## src/rtl/fifo_ctrl.sv

```systemverilog
// fifo_ctrl: handshake and pointer controller for a FIFO whose storage (register file plus
// wr_ptr/rd_ptr/num_item registers) lives outside this block. Each cycle the controller reads
// the current storage state and returns the next state. The head item is staged in an output
// register, so total capacity is DEPTH + 1.
//
// Ports
//   clk, rst         clock; synchronous active-high reset
//   in_valid/in_data/in_ready      write-side handshake
//   out_valid/out_data/out_ready   read-side handshake (out_data is registered)
//   flush            discard all contents
//   wr_ptr, rd_ptr, num_item, dout current storage state and read data at rd_ptr
//   reg_push, din    storage write strobe and data (written at wr_ptr)
//   next_wrptr, next_rdptr, next_numitem  next storage state
//   occupancy        num_item + out_valid
//   almost_full      occupancy >= AFULL_TH
//   max_occ          high-water mark of occupancy since the last reset/flush
module fifo_ctrl #(
  parameter int unsigned ADDR_BW  = 1,
  parameter int unsigned DATA_BW  = 4,
  parameter int unsigned AFULL_TH = 1
) (
  input  logic               clk,
  input  logic               rst,
  input  logic               in_valid,
  input  logic [DATA_BW-1:0] in_data,
  output logic               in_ready,
  output logic               out_valid,
  output logic [DATA_BW-1:0] out_data,
  input  logic               out_ready,
  input  logic               flush,
  input  logic [ADDR_BW-1:0] wr_ptr,
  input  logic [ADDR_BW-1:0] rd_ptr,
  input  logic [ADDR_BW:0]   num_item,
  input  logic [DATA_BW-1:0] dout,
  output logic               reg_push,
  output logic [DATA_BW-1:0] din,
  output logic [ADDR_BW-1:0] next_wrptr,
  output logic [ADDR_BW-1:0] next_rdptr,
  output logic [ADDR_BW:0]   next_numitem,
  output logic [ADDR_BW+1:0] occupancy,
  output logic               almost_full,
  output logic [ADDR_BW+1:0] max_occ
);

  localparam int unsigned DEPTH = 2 ** ADDR_BW;
  localparam logic [ADDR_BW:0]   DepthCnt = DEPTH[ADDR_BW:0];
  localparam logic [ADDR_BW+1:0] AfullTh  = AFULL_TH[ADDR_BW+1:0];

  typedef enum logic [0:0] {
    StRun,
    StFlush
  } state_e;

  state_e r_state_q, w_state_d;

  logic               r_out_valid_q, w_out_valid_d;
  logic [DATA_BW-1:0] r_out_data_q, w_out_data_d;
  logic [ADDR_BW+1:0] r_max_occ_q, w_max_occ_d;

  logic               w_run;
  logic               w_in_ready;
  logic               w_push;
  logic               w_pop;
  logic [ADDR_BW+1:0] w_occupancy;

  // ---------------------------------------------------------------------------
  // FSM: a flush always lands in StFlush; StFlush lasts one cycle unless flush is held.
  // ---------------------------------------------------------------------------
  always_ff @(posedge clk) begin
    if (rst) begin
      r_state_q <= StRun;
    end else begin
      r_state_q <= w_state_d;
    end
  end

  always_comb begin
    w_state_d = r_state_q;
    case (r_state_q)
      StRun:   if (flush)  w_state_d = StFlush;
      StFlush: if (!flush) w_state_d = StRun;
      default: w_state_d = StRun;
    endcase
  end

  // ---------------------------------------------------------------------------
  // Handshake decode
  // ---------------------------------------------------------------------------
  always_comb begin
    w_run      = (r_state_q == StRun);
    w_in_ready = w_run && !flush && (num_item < DepthCnt);
    w_push     = in_valid && w_in_ready;
    // Refill the output register whenever it is empty or being drained this cycle.
    w_pop      = (num_item != '0) && (!r_out_valid_q || out_ready) && w_run && !flush;
    w_occupancy = {1'b0, num_item} + (ADDR_BW + 2)'(r_out_valid_q);
  end

  // ---------------------------------------------------------------------------
  // Next storage state. In StFlush push/pop are both zero, so pointers hold.
  // ---------------------------------------------------------------------------
  always_comb begin
    reg_push     = w_push;
    din          = in_data;
    next_wrptr   = wr_ptr + ADDR_BW'(w_push);
    next_rdptr   = rd_ptr + ADDR_BW'(w_pop);
    next_numitem = num_item + (ADDR_BW + 1)'(w_push) - (ADDR_BW + 1)'(w_pop);
    if (rst || flush) begin
      reg_push     = 1'b0;
      next_wrptr   = '0;
      next_rdptr   = '0;
      next_numitem = '0;
    end
  end

  // ---------------------------------------------------------------------------
  // Output register and high-water mark
  // ---------------------------------------------------------------------------
  always_comb begin
    w_out_valid_d = r_out_valid_q;
    w_out_data_d  = r_out_data_q;
    w_max_occ_d   = r_max_occ_q;
    if (flush) begin
      w_out_valid_d = 1'b0;
      w_max_occ_d   = '0;
    end else begin
      if (w_pop) begin
        w_out_valid_d = 1'b1;
        w_out_data_d  = dout;
      end else if (r_out_valid_q && out_ready) begin
        w_out_valid_d = 1'b0;
      end
      if (w_run && (w_occupancy > r_max_occ_q)) begin
        w_max_occ_d = w_occupancy;
      end
    end
  end

  always_ff @(posedge clk) begin
    if (rst) begin
      r_out_valid_q <= 1'b0;
      r_out_data_q  <= '0;
      r_max_occ_q   <= '0;
    end else begin
      r_out_valid_q <= w_out_valid_d;
      r_out_data_q  <= w_out_data_d;
      r_max_occ_q   <= w_max_occ_d;
    end
  end

  assign in_ready    = w_in_ready;
  assign out_valid   = r_out_valid_q;
  assign out_data    = r_out_data_q;
  assign occupancy   = w_occupancy;
  assign almost_full = (w_occupancy >= AfullTh);
  assign max_occ     = r_max_occ_q;

endmodule
```

## config.mk

```make
export PLATFORM = sky130hd
export DESIGN_NAME = fifo_ctrl
export DESIGN_NICKNAME = d
export VERILOG_FILES = /design/src/rtl/fifo_ctrl.sv
export SDC_FILE = /design/constraint.sdc
export NUM_CORES = 1
export LEC_CHECK = 0
export BUFFER_PORTS_ARGS = -buffer_cell sky130_fd_sc_hd__clkbuf_2
export CORE_UTILIZATION = 30
export CTS_BUF_LIST = sky130_fd_sc_hd__clkbuf_8
export DETAILED_ROUTE_END_ITERATION = 12
export PLACE_DENSITY_LB_ADDON = 0.08
export RECOVER_POWER = 100
export SLEW_MARGIN = 20
export SYNTH_ARGS = -nofsm -noshare
export SYNTH_HDL_FRONTEND = slang
export SYNTH_SLANG_ARGS = --single-unit
```

## constraint.sdc

```tcl
create_clock -name clk -period 4 [get_ports clk]
set_input_delay 1.2 -clock clk [delete_from_list [all_inputs] [get_ports clk]]
set_output_delay 1.2 -clock clk [all_outputs]
set_load 0.01 [all_outputs]
```

# Word level (Yosys, flattened, before mapping)
# Cells that the tools add are included.
[word_totals] latch_bits=0 inputBits=17 output_inout_bits=22 regBits=9 memories=0 romBits=0 ram_bits=0 elab_cells=37
[classes] n_shift=0 muxes=7 multipliers=0 n_eq_ne=0 n_reduce_logical=16 div=0 addsub=5 bitwise=2 magnitude_cmp=3
[op_table] cell="logical AND 1 bit" n=8
[op_table] cell="two-way mux 1 bit" n=6
[op_table] cell="nonzero test 2 bit" n=2
[op_table] cell="adder 2 x 1 -> 3 bit" n=1
[op_table] cell=">= comparator 3 x 1 -> 1 bit (second input constant)" n=1
[op_table] cell="greater-than comparator 3 bit" n=1
[op_table] cell="adder 1 bit" n=2
[op_table] cell="adder 2 x 1 -> 2 bit" n=1
[op_table] cell="zero test 1 bit" n=2
[op_table] cell="logical OR 1 bit" n=2
[op_table] cell="< comparator 2 bit (second input constant)" n=1
[op_table] cell="two-way mux 2 bit" n=1
[op_table] cell="inverter 1 bit" n=2
[op_table] cell="AND reduction 2 bit" n=1
[op_table] cell="OR reduction 2 bit" n=1
[op_table] cell="subtractor 2 x 1 -> 2 bit" n=1

# Depth between registers and ports, before layout
# Gate-level depths: netlist of the first run.
[logic_depth] depth_word=7 depth_mapped=8 depth_no_buf=8

# Worst setup path before layout of the first run
# OpenSTA, ideal clock, no wires.
[synth_timing] path_kind="in2out" startpoint="input num_item[1]" endpoint="output next_numitem[1]" n_path_buf=0 arrival_time_ns=2.619 cell_stages=8 t_required_ns=2.800 setup_slack_ns=0.181 path_cell_list="nor3_1 > nand2_1 > ha_1 > inv_1 > ha_1 > xnor2_1 > xnor2_1 > nor2_1"
[synth_between] elab_chain_cells=6 word_cells_on_any_way=10 cone_classes="add/sub (2); order compare (1); mux (1); reduce/logical (6)"
[synth_lines] item="start: declaration" line="33" text="input logic [ADDR_BW:0] num_item,"
[synth_lines] item="< comparator 2 bit / nonzero test 2 bit (equally long branches)" line="91, 94"
[synth_lines] item="logical AND 1 bit (on tied branches)" line="91, 94"
[synth_lines] item="logical AND 1 bit (on tied branches)" line="92, 94"
[synth_lines] item="adder 2 x 1 -> 2 bit / logical AND 1 bit (equally long branches)" line="106, 94"
[synth_lines] item="subtractor 2 x 1 -> 2 bit (*)" line="106" text="next_numitem = num_item + (ADDR_BW + 1)'(w_push) - (ADDR_BW + 1)'(w_pop);"
[synth_lines] item="two-way mux 2 bit (*)" line="107" text="if (rst || flush) begin"
[synth_lines] item="end: declaration" line="39" text="output logic [ADDR_BW:0] next_numitem,"
# Every way passes the cells marked *; elsewhere a longest branch is shown, timed or not.

# Worst setup path in the final report of the first run
[layout_timing] startpoint="input flush" endpoint="output next_numitem[1]"
[layout_between] word_cells_on_any_way=9 cone_classes="add/sub (2); mux (1); reduce/logical (6)"
[layout_lines] item="start: declaration" line="30" text="input logic flush,"
[layout_lines] item="zero test 1 bit" line="94" text="w_pop = (num_item != '0) && (!r_out_valid_q || out_ready) && w_run && !flush;"
[layout_lines] item="logical AND 1 bit" line="94"
[layout_lines] item="net w_pop" line="63" text="logic w_pop;"
[layout_lines] item="subtractor 2 x 1 -> 2 bit" line="106"
[layout_lines] item="two-way mux 2 bit" line="107"
# The timed path passes the listed nets, and every way through them passes these cells.

==> results.md, run 1 <==
- Largest net degree at the start of global routing: 8
- Clk_lat worst skew: 220 ps
- Crit end category: output port
- 1st-iter DRT viols: 8
- Fin. Hold Viols: 0
- CP startpoint kind: input port
- DRT antenna net count: 0
- DP Cell Count: 125
- Slew HR: 72.2%
- Post-CTS Setup Bufs: 0
- Post-Synthesis Cell Area: 614 um2
- # fillers: 233
- Top Ports: 39
- DR pass1 iterations: 4
- Routed len/inst: 9.68 um
- Setup CP Type: input port to output port
- Initial antenna violation count: 0
- Die ar.: 2230 um2
- Post-DP HPWL: 1070 um
- Crit share post-route: 96.5%
- CTS Buffer Depth: 2
- Nets: 128
- CTS Hold Buffers Added: 0
- Chip Height: 47.3 um
- Post-synthesis adder-cell area fraction: 16.3%
- Yosys warning count: 0
- Status: finished clean
- Slew Limit Fails: 0
- Syn Nets: 97
- Worst Hold Slack: 480 ps
- Leak: 0.356 nW
- Seq cells post-synth: 9
- Worst Skew: 0.651 ps
- Initial Utilization: 31.6%
- Routed Wire Length: 1250 um
- Placer Congestion: 0.681
- CTS tree: built
- Final Critical Period: 3860 ps
- First-pass GRT wire length: 1810 um
- Root Driver: clkbuf_8
- Synth Area in Compound Gates: 7.74%
- Fmax: 259 MHz
- Largest family of logic cells by synthesized area: simple AND/OR/NAND/NOR gates
- Power, Total: 0.000253 W
- Critical Path RT: 2800 ps
- Dominant cells by area after synthesis: dfxtp_1 29%, ha_1 16%, mux2i_1 8.1%, nor2_1 7.3%, buf_4 4.9%
- Netlist cell types: 25
- DRC violations left: 0
- Total track usage: 11.7%
- Total gr overflow: 0
- CTS clk-pin slew, worst paths: 40 ps
- Post-synth top area cell: dfxtp_1
- I/O Buffers: 30
- Setup violators final: 0
- Simple-gate portion of the synthesized area: 22.8%
- Share of the synthesized area in the top cell type: 29.3%
- # rows: 16
- Post-synthesis mux area share: 8.15%
- Core ar.: 1940 um2
- Sequential share of the synthesized area: 29.3%
- Vias/cell: 4.20
- PwrDens: 319 nW/um2
- Chip width: 47.3 um
- Clock tree sinks: 9
- Vias: 542
- Worst Tran Pin Value: 414 ps
- Synth Instances: 72
- Syn_area_per_cell: 8.53 um2
- Sum Neg Setup Slack: 0 ps
- Fraction of layout cells with a size suffix above 1: 17.6%
- ANT cells: 0
- Fin util: 40.9%
- Worst IR Drop VDD: 0.232 mV
- Unrepaired setup endpoints after global routing: no
- Finished Layout Cells: 129
- XOR/XNOR Fraction of Synth Area: 5.70%
- Vias in the first global route: 428
- Post-CTS Resized: 0
- Largest fanout on the critical path: 5
- Worst path arrival time: 2660 ps
- Worst min path class: flip-flop to flip-flop
- H-tree depth: 1
- MaxCap Viol Count: 0
- Num CTS Buffers: 3
- Synth-to-layout area growth: 29.3%
[stage by stage]
stage / cell area [um2] / setup WS, ps
after floorplan: 614 / 181
final: 795 / 141
after global placement: 771 / 65.0
after global routing: 795 / 28.7
after CTS: 816 / 55.6
after detailed placement: 771 / 57.7
[where the power goes]
part	switching, W	leakage, nW	internal (W)
registers	0.00000282	0.0736	0.0000945
logic	0.0000321	0.256	0.0000260
clock network	0.0000313	0.0269	0.0000664
total	0.0000662	0.356	0.000187
[kinds of logic after synthesis]
logic type	Yosys count
AND/OR/NAND/NOR	27
buffers and inverters	12
flip-flops	9
adder cells (fa/ha/maj)	8
AO/OA/AOI/OAI	7
multiplexers	5
XOR/XNOR	4
[worst paths after layout]
kind / start / to / slack [ps] / cells after the start
setup / recovery: flush / next_numitem[1] / 140 / 10
hold / removal: max_occ[1] / max_occ[1] / 480 / 2
setup reg to reg: out_valid / max_occ[2] / 1770 / 8
hold reg to reg: max_occ[1] / max_occ[1] / 480 / 2
[state kept, by name (all words and copies together) (netlist names)]
register and count:
out_data 4, r_state_q 1, out_valid 1, max_occ 3
[metal layers]
metal | part of all wire [%] | wire length, um | GRT usage [%] | vias up
met5 | 0 | 0 | 0 | -
met4 | 0 | 0 | 5.71 | 0
met3 | 6.1 | 76 | 2.69 | 0
met2 | 43 | 543 | 16.4 | 23
met1 | 50 | 630 | 16.6 | 224
li1 | - | - | - | 295
[placed cells by master, fill, tap and decap left out, drive strengths merged, types with 2 or more instances in the layout]
cell | Yosys | final
clkbuf | 1 | 34
nor2 | 12 | 12
dfxtp | 9 | 9
inv | 7 | 8
ha | 8 | 8
mux2i | 5 | 5
nand2 | 4 | 4
o31ai | 3 | 3
xnor2 | 3 | 3
nor2b | 2 | 2
or2 | 2 | 2
nor3 | 2 | 2
[cell usage after synthesis (all sizes together)]
library cell and count:
and2b 1, or4 1, a21oi 1, o21bai 1
nor2b 2, buf 4, ha 8, and2 1
xor2 1, clkbuf 1, mux2i 5, o21ai 1
dfxtp 9, nor3 2, or2 2, inv 7
o21a 1, nand2 4, xnor2 3, or3 1
nor2 12, o31ai 3, nand3 1
[worst max-delay path: stages]
cell and delay [ps]:
clkbuf_2 120, or2_0 260, nor3_4 190, ha_1 250, inv_1 60, ha_1 150, xnor2_1 130, xnor2_1 130
nor2_1 50, clkbuf_2 140
[cell type report]
cell class	count	area [um2]	share of cell area, %
Tap cell	27	33.8	4.25
Clock buffer	3	41.3	5.20
Inverter	7	26.3	3.31
Clock inverter	1	3.75	0.472
Sequential cell	9	180	22.7
Timing Repair Buffer	31	131	16.5
Multi-Input combinational cell	51	378	47.6
No activity file was read; power rests on OpenSTA's default activity.
==> run 2: changes to the inputs <==
--- a/config.mk
+++ b/config.mk
@@ -11,6 +11,7 @@
 export DETAILED_ROUTE_END_ITERATION = 12
 export PLACE_DENSITY_LB_ADDON = 0.08
 export RECOVER_POWER = 100
+export SETUP_SLACK_MARGIN = 0.2
 export SLEW_MARGIN = 20
 export SYNTH_ARGS = -nofsm -noshare
 export SYNTH_HDL_FRONTEND = slang
==> run 2 against run 1 <==
  * Critical path depth stayed put
  * Count of clock-buffer cells in the layout unchanged
  * Register-to-register slack improved by 80 ps
  * Sequential power about the same
  * Via count is 1.5% higher
  * Final cell count rose by 0.78%
  * Clock power increased by 9.5%
  * Maximum frequency grew 1.0%
  * Clock skew up 0.91 ps
  * Critical endpoint unchanged
  * Highest routed layer unchanged
==> results.md, run 2 (synthesis results as in run 1) <==
- Post-Layout Inst Area: 806 um2 (was 795 um2)
- Slew HR: 72.5% (was 72.2%)
- Worst path max stage delay: 270 ps (was 260 ps)
- Fmax: 262 MHz (was 259 MHz)
- Synth-to-layout area growth: 31.2% (was 29.3%)
- Post-DP HPWL: 1020 um (was 1070 um)
- # rows: 16 (unchanged)
- Fin. Hold Viols: 0 (unchanged)
- Setup CP Type: input port to output port (unchanged)
- Total gr overflow: 0 (unchanged)
- Most frequent cells in the layout: 19 x clkbuf_1, 12 x clkbuf_2, 11 x nor2_1, 9 x dfxtp_1, 8 x ha_1 (was 19 x clkbuf_1, 12 x nor2_1, 12 x clkbuf_2, 9 x dfxtp_1)
- Cell Chain, Critical Path: clkbuf_2 > or2_0 > nor3_4 > ha_1 > inv_1 > ha_1 > xnor2_1 > xnor2_1 > nor2_1 > clkbuf_2 (unchanged)
- Largest fanout on the critical path: 5 (unchanged)
- Vias in the first global route: 427 (was 428)
- DRC violations left: 0 (unchanged)
- First-pass GRT wire length: 1840 um (was 1810 um)
- CTS tree: built (unchanged)
- DP Cell Count: 125 (unchanged)
- Psw: 0.0000740 W (was 0.0000662 W)
- Worst path bufs/invs: 3 (unchanged)
- Power, Total: 0.000263 W (was 0.000253 W)
- Commonest non-fill, non-tap cell in the layout: clkbuf_1 (unchanged)
- 1st-iter DRT viols: 6 (was 8)
- Chip width: 47.3 um (unchanged)
- Worst Skew: 1.56 ps (was 0.651 ps)
- DR pass1 iterations: 2 (was 4)
- Grt met1 use: 16.0% (was 16.6%)
- ANT cells: 0 (unchanged)
- Switching share of power: 28.2% (was 26.2%)
- Logic gate share of total power: 22.2% (was 23.0%)
- Vias/cell: 4.23 (was 4.20)
- Worst min path class: flip-flop to flip-flop (unchanged)
- Setup violators final: 0 (unchanged)
- Worst path arrival time: 2620 ps (was 2660 ps)
- Crit end category: output port (unchanged)
- Worst Hold Slack: 484 ps (was 480 ps)
- MaxCap Viol Count: 0 (unchanged)
- Fraction of layout cells with a size suffix above 1: 20.4% (was 17.6%)
- Routed Wire Length: 1230 um (was 1250 um)
- Clk_lat worst skew: 230 ps (was 220 ps)
- PwrDens: 326 nW/um2 (was 319 nW/um2)
- Initial Utilization: 31.6% (unchanged)
- Root Driver: clkbuf_8 (unchanged)
- DP Area: 776 um2 (was 771 um2)
- Max reg flops: 4 (unchanged)
- Initial antenna violation count: 0 (unchanged)
- Final Critical Period: 3820 ps (was 3860 ps)
- Critical Path RT: 2800 ps (about the same)
- Slowest cell on crit path: or2_0 (unchanged)
- H-tree depth: 1 (unchanged)
- I/O Buffers: 30 (unchanged)
- Met2 usage: 17.0% (was 16.4%)
- Worst IR Drop VDD: 0.176 mV (was 0.232 mV)
- Crit share post-route: 95.5% (was 96.5%)
- Sum Neg Setup Slack: 0 ps (unchanged)
- Core ar.: 1940 um2 (unchanged)
- Num CTS Buffers: 3 (unchanged)
- Top Ports: 39 (unchanged)
- CTS Hold Buffers Added: 0 (unchanged)
- Clk network pwr share: 40.8% (was 38.6%)
- Chip Height: 47.3 um (unchanged)
- Setup slack, reg-to-reg: 1850 ps (was 1770 ps)
- Grt peak-use layer: met2 (was met1)
- Finished Layout Cells: 130 (was 129)
- Slew Limit Fails: 0 (unchanged)
- Vias: 550 (was 542)
- CTS clk-pin slew, worst paths: 50 ps (was 40 ps)
- Clock tree sinks: 9 (unchanged)
- Placer Congestion: 0.690 (was 0.681)
- Top Family by Delay on Critical Path: simple AND/OR/NAND/NOR gates (unchanged)
- CTS Buffer Depth: 2 (unchanged)
- Global-route met3 utilization: 2.69% (unchanged)
- Die ar.: 2230 um2 (unchanged)
- Worst Tran Pin Value: 413 ps (was 414 ps)
- Unrepaired setup endpoints after global routing: yes (was no)
- Routed len/inst: 9.49 um (was 9.68 um)
- DRT antenna net count: 0 (unchanged)
- Largest net degree at the start of global routing: 8 (unchanged)
- Status: finished clean (unchanged)
- CP startpoint kind: input port (unchanged)
- Total track usage: 11.9% (was 11.7%)
- Leak: 0.359 nW (was 0.356 nW)
- Sequential share of power: 37.0% (was 38.4%)
- Nets: 129 (was 128)
- Pint: 0.000189 W (was 0.000187 W)
==> run 2: cell count changes in the layout (fill, tap and decap cells not counted), sizes merged <==
cell and change:
clkinv +1, buf +1, inv -1
==> run 2: timing repair <==
action | CTS | global route
hold endpoints to repair | 0 | 0
gates resized for setup | 2 | 0
pin swaps | 2 | 0
setup endpoints to repair | 1 | 1
buffers inserted | 1 | 0
==> run 2: cell type report <==
class | instances | area, um2
fill | 233 | 1140
clock inverter | 1 | 5.00
inverter | 7 | 26.3
clock buffer | 3 | 41.3
multi-input combinational | 51 | 380
tap | 27 | 33.8
sequential | 9 | 180
timing repair buffer | 32 | 139
==> run 2: power by group through the flow <==
stage          Sequential [W]  Combinational, W  Clock (W)
2_1_floorplan        0.000100         0.0000412          0
3_3_place_gp        0.0000989         0.0000611          0
3_5_place_dp        0.0000990         0.0000615          0
4_1_cts             0.0000973         0.0000630   0.000112
5_1_grt             0.0000976         0.0000665   0.000116
6_report            0.0000972         0.0000583   0.000107
==> run 2: worst register-to-register path, cell delays in order (launching register included) <==
cell	delay, ps
dfxtp_1	400
ha_1	170
inv_1	40
ha_1	320
ha_1	320
nor2b_1	130
o31ai_1	340
nor2_1	140
o31ai_1	210
==> run 2: layer usage <==
layer	up-vias	part of all wire (%)
met1	239	51
met4	0	0
li1	295	-
met2	16	45
met5	-	0
met3	0	4.1
==> run 2: per-stage QoR <==
stage / setup slack (ps) / utilization [%]
floorplan: 247 / -
global placement: 152 / 39.9
detailed placement: 153 / 39.9
CTS: 203 / 43.0
global route: 52.9 / 41.5
finish: 181 / 41.5
==> run 2: final timing paths <==
path                            startpoint               to  cells after the start
worst max-delay path                 flush  next_numitem[1]                     10
worst max register to register   out_valid       max_occ[2]                      8
worst min-delay path            max_occ[1]       max_occ[1]                      2
worst min register to register  max_occ[1]       max_occ[1]                      2
